--- src/rtl/panel_scan_mux_pkg.sv ---
// Shared front-panel definitions: default lamp width, channel index map and the scan-mode enum.
// Callers use the CH_* constants so every site packs ch_data in the same order.
package panel_scan_mux_pkg;

    localparam int PANEL_W   = 12;
    localparam int PANEL_NCH = 6;

    localparam int CH_STATE  = 0;
    localparam int CH_STATUS = 1;
    localparam int CH_AC     = 2;
    localparam int CH_MB     = 3;
    localparam int CH_MQ     = 4;
    localparam int CH_BUS    = 5;

    typedef enum logic {
        MODE_MANUAL = 1'b0,
        MODE_SCAN   = 1'b1
    } mode_e;

    // Channel index width, kept at one bit even for a single channel.
    function automatic int idx_width(input int nch);
        return (nch > 1) ? $clog2(nch) : 1;
    endfunction

endpackage

--- src/rtl/panel_scan_mux_if.sv ---
// Panel mux bus: channel sources and switches in, lamp data and status out.
// lamp_test exists only when PANEL_LAMP_TEST_EN is defined.
interface panel_scan_mux_if #(
    parameter int W   = 12,
    parameter int NCH = 6
);
    import panel_scan_mux_pkg::*;

    localparam int IDXW = idx_width(NCH);

    logic [NCH-1:0]   dsel;
    logic [NCH*W-1:0] ch_data;
    logic             freeze;
    logic             cpu_run;
    logic             sw_active;
`ifdef PANEL_LAMP_TEST_EN
    logic             lamp_test;
`endif
    logic [W-1:0]     dout;
    logic [IDXW-1:0]  chan_idx;
    logic             scan_active;
    logic             run_led;

`ifdef PANEL_LAMP_TEST_EN
    modport master (
        output dsel, ch_data, freeze, cpu_run, sw_active, lamp_test,
        input  dout, chan_idx, scan_active, run_led
    );
    modport slave (
        input  dsel, ch_data, freeze, cpu_run, sw_active, lamp_test,
        output dout, chan_idx, scan_active, run_led
    );
`else
    modport master (
        output dsel, ch_data, freeze, cpu_run, sw_active,
        input  dout, chan_idx, scan_active, run_led
    );
    modport slave (
        input  dsel, ch_data, freeze, cpu_run, sw_active,
        output dout, chan_idx, scan_active, run_led
    );
`endif

endinterface

--- src/rtl/panel_scan_mux_led_stretch.sv ---
// RUN lamp stretcher (led_stretch): holds the lamp STRETCH clocks after activity drops.
// force_on lights the lamp without disturbing the stretch counter.
module panel_scan_mux_led_stretch #(
    parameter int STRETCH = 4096
) (
    input  logic clk,
    input  logic reset,
    input  logic act,
    input  logic force_on,
    output logic run_led
);

    localparam int CW = (STRETCH > 0) ? $clog2(STRETCH + 1) : 1;

    logic [CW-1:0] stretch_cnt;
    logic          led_next;

    // With STRETCH=0 the counter never leaves zero, so the lamp is just act delayed one clock.
    assign led_next = act || (stretch_cnt != '0);

    always_ff @(posedge clk or posedge reset) begin
        if (reset) begin
            stretch_cnt <= '0;
            run_led     <= 1'b0;
        end else begin
            if (act) begin
                stretch_cnt <= CW'(STRETCH);
            end else if (stretch_cnt != '0) begin
                stretch_cnt <= stretch_cnt - 1'b1;
            end
            run_led <= led_next || force_on;
        end
    end

endmodule

--- src/rtl/panel_scan_mux.sv ---
// Front-panel display multiplexer: manual one-hot channel select or auto-scan, freeze, RUN lamp.
// Define PANEL_LAMP_TEST_EN to add the lamp_test override (all data lamps and RUN lamp on).
module panel_scan_mux
    import panel_scan_mux_pkg::*;
#(
    parameter int W        = PANEL_W,
    parameter int NCH      = PANEL_NCH,
    parameter int SCAN_DIV = 1024,
    parameter int STRETCH  = 4096
) (
    input logic             clk,
    input logic             reset,
    panel_scan_mux_if.slave bus
);

    localparam int IDXW = idx_width(NCH);
    localparam int CNTW = $clog2(SCAN_DIV);

    mode_e           state;
    mode_e           state_next;
    logic [IDXW-1:0] idx_q;
    logic [IDXW-1:0] idx_next;
    logic [IDXW-1:0] winner;
    logic [CNTW-1:0] scan_cnt;
    logic [CNTW-1:0] cnt_next;
    logic [W-1:0]    dout_q;
    logic [W-1:0]    dout_next;
    logic            lamp_hold;
    logic            force_on;

    // Highest raised selector wins, so later loop iterations overwrite earlier ones.
    always_comb begin
        winner = '0;
        for (int k = 0; k < NCH; k++) begin
            if (bus.dsel[k]) begin
                winner = IDXW'(k);
            end
        end
    end

    always_ff @(posedge clk or posedge reset) begin
        if (reset) begin
            state <= MODE_MANUAL;
        end else begin
            state <= state_next;
        end
    end

    // Selector switches override a pending scan step; freeze pins index and dwell counter
    // but the mode still follows the switches.
    always_comb begin
        state_next = (bus.dsel != '0) ? MODE_MANUAL : MODE_SCAN;
        idx_next   = idx_q;
        cnt_next   = scan_cnt;
        if (!bus.freeze) begin
            if (state_next == MODE_MANUAL) begin
                idx_next = winner;
                cnt_next = '0;
            end else if (scan_cnt == CNTW'(SCAN_DIV - 1)) begin
                cnt_next = '0;
                idx_next = (idx_q == IDXW'(NCH - 1)) ? '0 : idx_q + 1'b1;
            end else begin
                cnt_next = scan_cnt + 1'b1;
            end
        end

        dout_next = bus.ch_data[idx_next*W +: W];
        if (bus.freeze && !lamp_hold) begin
            dout_next = dout_q;
        end
`ifdef PANEL_LAMP_TEST_EN
        if (bus.lamp_test) begin
            dout_next = '1;
        end
`endif
    end

    always_ff @(posedge clk or posedge reset) begin
        if (reset) begin
            idx_q    <= '0;
            scan_cnt <= '0;
            dout_q   <= '0;
        end else begin
            idx_q    <= idx_next;
            scan_cnt <= cnt_next;
            dout_q   <= dout_next;
        end
    end

`ifdef PANEL_LAMP_TEST_EN
    // Remembers that the lamps show the test pattern, so leaving lamp test reloads real
    // channel data even while frozen.
    always_ff @(posedge clk or posedge reset) begin
        if (reset) begin
            lamp_hold <= 1'b0;
        end else begin
            lamp_hold <= bus.lamp_test;
        end
    end
    assign force_on = bus.lamp_test;
`else
    assign lamp_hold = 1'b0;
    assign force_on  = 1'b0;
`endif

    panel_scan_mux_led_stretch #(
        .STRETCH (STRETCH)
    ) u_led_stretch (
        .clk      (clk),
        .reset    (reset),
        .act      (bus.cpu_run || bus.sw_active),
        .force_on (force_on),
        .run_led  (bus.run_led)
    );

    assign bus.dout        = dout_q;
    assign bus.chan_idx    = idx_q;
    assign bus.scan_active = (state == MODE_SCAN);

endmodule

--- src/flat_wrapper.sv ---
// flat-port wrapper written by rule: the top's interface ports become plain ports
module panel_scan_mux_flat import panel_scan_mux_pkg::*;
#(
    parameter int W        = PANEL_W,
    parameter int NCH      = PANEL_NCH,
    parameter int SCAN_DIV = 1024,
    parameter int STRETCH  = 4096
)
  (clk, reset, bus_dsel, bus_ch_data, bus_freeze, bus_cpu_run, bus_sw_active, bus_dout, bus_chan_idx, bus_scan_active, bus_run_led);
  panel_scan_mux_if #(.W(W), .NCH(NCH)) bus_i ();
  input logic clk;
  input logic reset;
  input wire logic [$bits(bus_i.dsel)-1:0] bus_dsel;
  input wire logic [$bits(bus_i.ch_data)-1:0] bus_ch_data;
  input wire logic [$bits(bus_i.freeze)-1:0] bus_freeze;
  input wire logic [$bits(bus_i.cpu_run)-1:0] bus_cpu_run;
  input wire logic [$bits(bus_i.sw_active)-1:0] bus_sw_active;
  output wire logic [$bits(bus_i.dout)-1:0] bus_dout;
  output wire logic [$bits(bus_i.chan_idx)-1:0] bus_chan_idx;
  output wire logic [$bits(bus_i.scan_active)-1:0] bus_scan_active;
  output wire logic [$bits(bus_i.run_led)-1:0] bus_run_led;
  assign bus_i.dsel = bus_dsel;
  assign bus_i.ch_data = bus_ch_data;
  assign bus_i.freeze = bus_freeze;
  assign bus_i.cpu_run = bus_cpu_run;
  assign bus_i.sw_active = bus_sw_active;
  assign bus_dout = bus_i.dout;
  assign bus_chan_idx = bus_i.chan_idx;
  assign bus_scan_active = bus_i.scan_active;
  assign bus_run_led = bus_i.run_led;
  panel_scan_mux #(.W(W), .NCH(NCH), .SCAN_DIV(SCAN_DIV), .STRETCH(STRETCH)) u_core (.clk(clk), .reset(reset), .bus(bus_i));
endmodule
--- config.mk ---
export PLATFORM = sky130hd
export DESIGN_NAME = panel_scan_mux_flat
export DESIGN_NICKNAME = d
export VERILOG_FILES = /design/src/rtl/panel_scan_mux_pkg.sv /design/src/rtl/panel_scan_mux_if.sv /design/src/rtl/panel_scan_mux_led_stretch.sv /design/src/rtl/panel_scan_mux.sv /design/src/flat_wrapper.sv
export SDC_FILE = /design/constraint.sdc
export NUM_CORES = 1
export LEC_CHECK = 0
export CAP_MARGIN = 20
export CELL_PAD_IN_SITES_DETAIL_PLACEMENT = 1
export CELL_PAD_IN_SITES_GLOBAL_PLACEMENT = 1
export CORE_ASPECT_RATIO = 1.1
export CORE_MARGIN = 5
export CORE_UTILIZATION = 35
export DETAILED_ROUTE_END_ITERATION = 6
export HOLD_SLACK_MARGIN = 0.03
export PLACE_DENSITY_LB_ADDON = 0.1
export SLEW_MARGIN = 20
export SYNTH_ARGS = -nofsm -noshare
export SYNTH_HDL_FRONTEND = slang
export SYNTH_SLANG_ARGS = --single-unit
--- constraint.sdc ---
create_clock -name clk -period 4.9 [get_ports clk]
set_input_delay 0.98 -clock clk [delete_from_list [all_inputs] [get_ports clk]]
set_output_delay 0.98 -clock clk [all_outputs]
set_load 0.02 [all_outputs]
==> results.yml, run 1 <==
drt:
  totalWireLength_mm: 8.66
  ant_nets: 0
  drc: 0
  drt_iter0_markers: 62
  avgRoutedWirePerCell_um: 16.7
  vias_per_cell: 5.29
  firstDrtPassIters: 4
  vias: 2734
power:
  p_per_area_mw_per_mm2: 251
  peakVddDrop_uv: 138
  p_leak_uw: 0.00164
  p_total_uw: 979
setup_path:
  worstSetupEndpointType: "register"
  crit_type: "in2reg"
  rrSetupSlack_ps: 2220
  ff2ff_path_depth: 6
  timing.rr.start: "u_core.scan_cnt[4]"
  cp_data_arrival_time_ps: 3850
  startpoint_type: "primary input"
  required_ps: 5120
  crit_path_max_fanout: 67
  reg2reg_to: "u_core.bus.dout[3]"
placed_design:
  port_buffers: 99
  dp_hpwl_mm: 6.48
  dp.cells: 509
  pre_cts_ws_ps: 958
  gp_congestion: 0.782
synthesis:
  yosysTopAreaCell: "dfrtp_1"
  ys.warnings.count: 0
  synth_edf_count: 0
  synthCells: 322
  synth_seq_area_share_pct: 36.6
  synth_async_sr_flop_share_pct: 100
  avgSynthCellArea_sq_um: 8.49
  syn_nets: 408
  syn-cell-area_sq_mm: 0.00273
  netlist.area_leader.share_pct: 36.6
  ys.flop_type: "dfrtp_1"
  ys_types: 51
  ys_ff_latch: 40
  synth_area_leaders: "dfrtp_1 (37%), and3_1 (8.2%), a21boi_0 (5.5%)"
timing:
  hold_violations: 0
  fin_crit_sh_pct: 74.0
  maxSlewHeadroom_pct: 36.1
  skew_ps: 5.28
  setup_slack_ps: 1270
  fin_crit_ps: 3630
  maxSlewViolCount: 0
  setup-tns-final_ps: 0
  finalSetupViolCount: 0
  worst_slew_pin_slew_ps: 959
  grt_setup_unrepaired: "no"
  max_freq_mhz: 276
clock_network:
  cts_resized: 0
  numCtsBuffers: 5
  cts_sinks: 40
  clock_latency_ps: 300
  cts_tree: "yes"
  cts_setup_buffers: 0
  clk_pin_slew_worst_paths_ps: 90
  clock-root-buffer: "clkbuf_8"
  cts.path.max_buffers: 2
  htree_levels: 2
  cts_hold_buf: 0
final_layout:
  final_common_cell: "clkdlybuf4s50_1"
  final_core_util_pct: 51.7
  final_cells: 517
  num_antenna_cells: 0
  nets: 497
  drive_above_1_share_pct: 5.83
  area_growth_pct: 42.8
  layout_common_cells: "clkdlybuf4s50_1 (99), dfrtp_1 (40), and3_1 (36)"
floorplan:
  start_util_pct: 36.2
  die_y_um: 103
  core_sq_mm: 0.00756
  pin_count: 100
  num_rows: 33
  fp.dieW_um: 94.3
  dieArea_sq_mm: 0.00968
hold_path:
  whs_path_depth: 2
  hp-start: "u_core.bus.dout[9]"
  holdPathEnd: "u_core.bus.dout[9]"
  hold_class: "reg2reg"
global_route:
  antenna_found_initial: 0
  grt_pass1_wl_mm: 14.2
  grt_pass1_vias: 2913
  grt_use_total_pct: 18.4
  grt_max_degree: 68
  grt_overflow: 0
flow_run:
  drv_cap: 0
status:
  outcome: "finished, final reports clean"
[synth_stat cells, drive strengths merged (2+ instances only)]
library cell and n:
and3 36, or3 2, inv 8, a211oi 2
nand3 5, xnor2 6, nor2 22, clkbuf 15
nor3 5, buf 7, mux2i 3, xor2 10
dfrtp 40, nand4 17, a21boi 33, nand2b 2
a21oi 4, or4 4, o21ai 37, a2111oi 2
or2 4, nor2b 4, nand2 27, o31ai 6
ha 3, o221ai 2
[routing by layer]
metal	up-vias	GRT usage (%)	wire [um]
li1	1346	-	-
met1	1321	22.2	3740
met2	61	32.8	4330
met3	6	5.04	500
met4	0	4.33	83
met5	-	0	0
[power breakdown]
group / switching (uW) / total [uW] / internal (uW)
Clock: 134 / 285 / 151
Sequential: 25.1 / 385 / 360
Combinational: 147 / 309 / 163
[logic make-up after synthesis]
group / count (synthesis) / share of synthesized area (%)
simple gates: 136 / 27.6
compound gates: 93 / 22.5
xor+xnor: 16 / 5.13
mux: 4 / 1.51
buf+inv: 30 / 5.31
fa+ha+maj: 3 / 1.37
flops: 40 / 36.6
[stage by stage]
stage	hold slack [ps]	area, sq um
2_1_floorplan	484	2730
3_3_place_gp	467	3790
3_5_place_dp	473	3790
4_1_cts	492	3900
5_1_grt	517	3900
6_report	486	3900
[cell type report]
type / count / area, sq um
multi-input cells: 252 / 1600
flip-flops and latches: 40 / 1000
clock inverters: 3 / 42.5
fillers: 875 / 3650
repair buffers: 104 / 1030
well taps: 105 / 131
inverters: 8 / 30.0
clock buffers: 5 / 68.8
[worst max-delay path by stage]
stage	from	end	cells after the start
final	bus_dsel[1]	u_core.bus.dout[3]	7
after global routing	bus_dsel[1]	u_core.bus.dout[3]	7
after CTS	bus_dsel[1]	u_core.bus.dout[3]	7
after detailed placement	bus_dsel[1]	u_core.bus.dout[3]	7
after global placement	bus_dsel[1]	u_core.bus.dout[3]	7
after floorplan	bus_dsel[1]	u_core.bus.dout[0]	8
[flip-flops by register name, indices dropped and copies added, names as in the netlist]
name	cells
u_core.bus.chan_idx	3
u_core.bus.dout	12
u_core.bus.scan_active	1
u_core.scan_cnt	10
u_core.u_led_stretch.run_led	1
u_core.u_led_stretch.stretch_cnt	13
[worst max-delay path, stage by stage]
cell and delay (ps):
clkdlybuf4s50_1 430, or4_4 550, or2_4 270, o41a_2 830
and2_4 310, mux2_1 310, o221ai_1 150
Power figures use the tool's default switching activity.
==> run 2, diff against run 1 <==
--- a/config.mk
+++ b/config.mk
@@ -10,7 +10,7 @@
 export CELL_PAD_IN_SITES_GLOBAL_PLACEMENT = 1
 export CORE_ASPECT_RATIO = 1.1
 export CORE_MARGIN = 5
-export CORE_UTILIZATION = 35
+export CORE_UTILIZATION = 32
 export DETAILED_ROUTE_END_ITERATION = 6
 export HOLD_SLACK_MARGIN = 0.03
 export PLACE_DENSITY_LB_ADDON = 0.1
==> constraint.sdc (replaced) <==
create_clock -name clk -period 3.7 [get_ports clk]
set_input_delay 0.74 -clock clk [delete_from_list [all_inputs] [get_ports clk]]
set_output_delay 0.74 -clock clk [all_outputs]
set_load 0.02 [all_outputs]
==> run 2 against run 1 <==
Effect of this change:
- flip-flop and latch count is the same
- worst setup slack lost 640 ps
- hold slack better by 6.9 ps
- global-route usage down 1.3 points
- non-clock buffer count rose by 4
- first-iteration DRC count increased by 32%
- total power rose by 39%
- critical path type unchanged
- highest routed layer unchanged
==> results.yml, run 2 (synthesized netlist as in run 1, its figures left out) <==
floorplan:
  pin_count: 100
  num_rows: 35
  core_sq_mm: 0.00836
  start_util_pct: 32.7
  dieArea_sq_mm: 0.0105
  die_y_um: 107
  fp.dieW_um: 98.1
clock_network:
  cts_hold_buf: 0
  cts_setup_buffers: 0
  clk_pin_slew_worst_paths_ps: 80
  cts_tree: "yes"
  htree_levels: 2
  clock-root-buffer: "clkbuf_8"
  cts_resized: 0
  clock_latency_ps: 290
  numCtsBuffers: 5
  cts_sinks: 40
  cts.path.max_buffers: 2
global_route:
  grt_use_total_pct: 17.1
  grt_pass1_vias: 2979
  grt_overflow: 0
  grt_max_degree: 67
  antenna_found_initial: 0
  grt_pass1_wl_mm: 14.7
setup_path:
  worstPathCellList: "clkdlybuf4s50_1, or4_4, or2_4, inv_2, o221ai_4, buf_12, and3_1, o21ai_1, nand4_1"
  crit_path_max_fanout: 39
  crit_type: "in2reg"
  cp_data_arrival_time_ps: 3240
  required_ps: 3870
  crit_family: "simple AND/OR/NAND/NOR gates"
  startpoint_type: "primary input"
  path_buf_inv: 3
  critPathSlowestCell: "or4_4"
  cp_slowest_stage_delay_ps: 550
  worstSetupEndpointType: "register"
final_layout:
  area_growth_pct: 45.7
  drive_above_1_share_pct: 6.51
  n_fill_cell: 981
  num_antenna_cells: 0
  design_area_sq_mm: 0.00398
  max_flop_register: "u_core.u_led_stretch.stretch_cnt"
  layout_common_cells: "clkdlybuf4s50_1 (99), dfrtp_1 (40), and3_1 (36)"
  largest_reg_flops: 13
  final_cells: 526
  final_common_cell: "clkdlybuf4s50_1"
  nets: 501
placed_design:
  port_buffers: 99
  gp_congestion: 0.751
  dp_hpwl_mm: 6.75
  dp.cells: 519
  placedInstanceArea_sq_mm: 0.00385
timing:
  maxSlewViolCount: 0
  hold_violations: 0
  skew_ps: 7.35
  max_freq_mhz: 326
  fin_crit_ps: 3070
  finalSetupViolCount: 0
  setup-tns-final_ps: 0
  grt_setup_unrepaired: "no"
  worst_slew_pin_slew_ps: 701
  maxSlewHeadroom_pct: 53.3
  fin_crit_sh_pct: 83.0
power:
  clockPowerShare_pct: 31.3
  p_leak_uw: 0.00168
  p_sw_share_pct: 28.8
  peakVddDrop_uv: 175
  p_per_area_mw_per_mm2: 341
  p_int_uw: 967
  p_sw_uw: 391
  p_comb_share_pct: 31.1
  seq_power_share_pct: 37.5
drt:
  avgRoutedWirePerCell_um: 16.8
  ant_nets: 0
  drc: 0
  firstDrtPassIters: 4
  drt_iter0_markers: 82
  vias: 2718
  totalWireLength_mm: 8.84
  vias_per_cell: 5.17
hold_path:
  hold_class: "reg2reg"
status:
  outcome: "finished, final reports clean"
flow_run:
  drv_cap: 0
run 2: layout make-up:
| class | instances | area, sq um | share of cell area (%) |
|---|---|---|---|
| multi-input combinational | 252 | 1600 | 40.2 |
| timing repair buffer | 108 | 1080 | 27.2 |
| sequential | 40 | 1000 | 25.1 |
| tap | 111 | 139 | 3.49 |
| clock buffer | 5 | 68.8 | 1.73 |
| clock inverter | 2 | 60.1 | 1.51 |
| inverter | 8 | 30.0 | 0.754 |
run 2: worst register-to-register path, cell delays in order, from the launching register on:
cell and delay, ps:
dfrtp_1 440, or4_1 590, nor4_1 550, nand2_1 360
nand4_1 210, xor2_1 180, nor2_1 70
run 2: metrics by stage:
step	utilization [%]	setup WS, ps	power [uW]	hold WS (ps)
finish	47.6	630	1360	493
CTS	47.6	621	1380	498
global route	47.6	497	1440	540
global placement	46.1	357	937	468
detailed placement	46.1	280	947	479
floorplan	-	1010	743	484
run 2: power by group through the flow:
stage | clock network, uW | logic, uW | registers (uW)
6_report | 425 | 423 | 510
5_1_grt | 456 | 472 | 516
4_1_cts | 440 | 430 | 511
3_5_place_dp | 0 | 428 | 519
2_1_floorplan | 0 | 202 | 541
3_3_place_gp | 0 | 421 | 516
run 2: path summary, 6_finish.rpt:
path / startpoint / end / slack (ps) / depth (start not counted)
max reg2reg: u_core.u_led_stretch.stretch_cnt[5] / u_core.u_led_stretch.stretch_cnt[8] / 1190 / 6
min in group asynchronous: reset / u_core.scan_cnt[7] / 890 / 3
max: bus_dsel[1] / u_core.bus.dout[4] / 630 / 9
min reg2reg: u_core.bus.dout[7] / u_core.bus.dout[7] / 490 / 2
min: u_core.bus.dout[7] / u_core.bus.dout[7] / 490 / 2
max in group asynchronous: reset / u_core.bus.dout[0] / 2440 / 3
run 2: layer usage:
layer | track usage (%) | routed length, um | vias to the layer above | share of wire (%)
li1 | - | - | 1356 | -
met1 | 21.3 | 3900 | 1279 | 44
met2 | 29.5 | 4290 | 74 | 49
met3 | 5.14 | 567 | 9 | 6.4
met4 | 3.41 | 85 | 0 | 0.96
met5 | 0 | 0 | - | 0
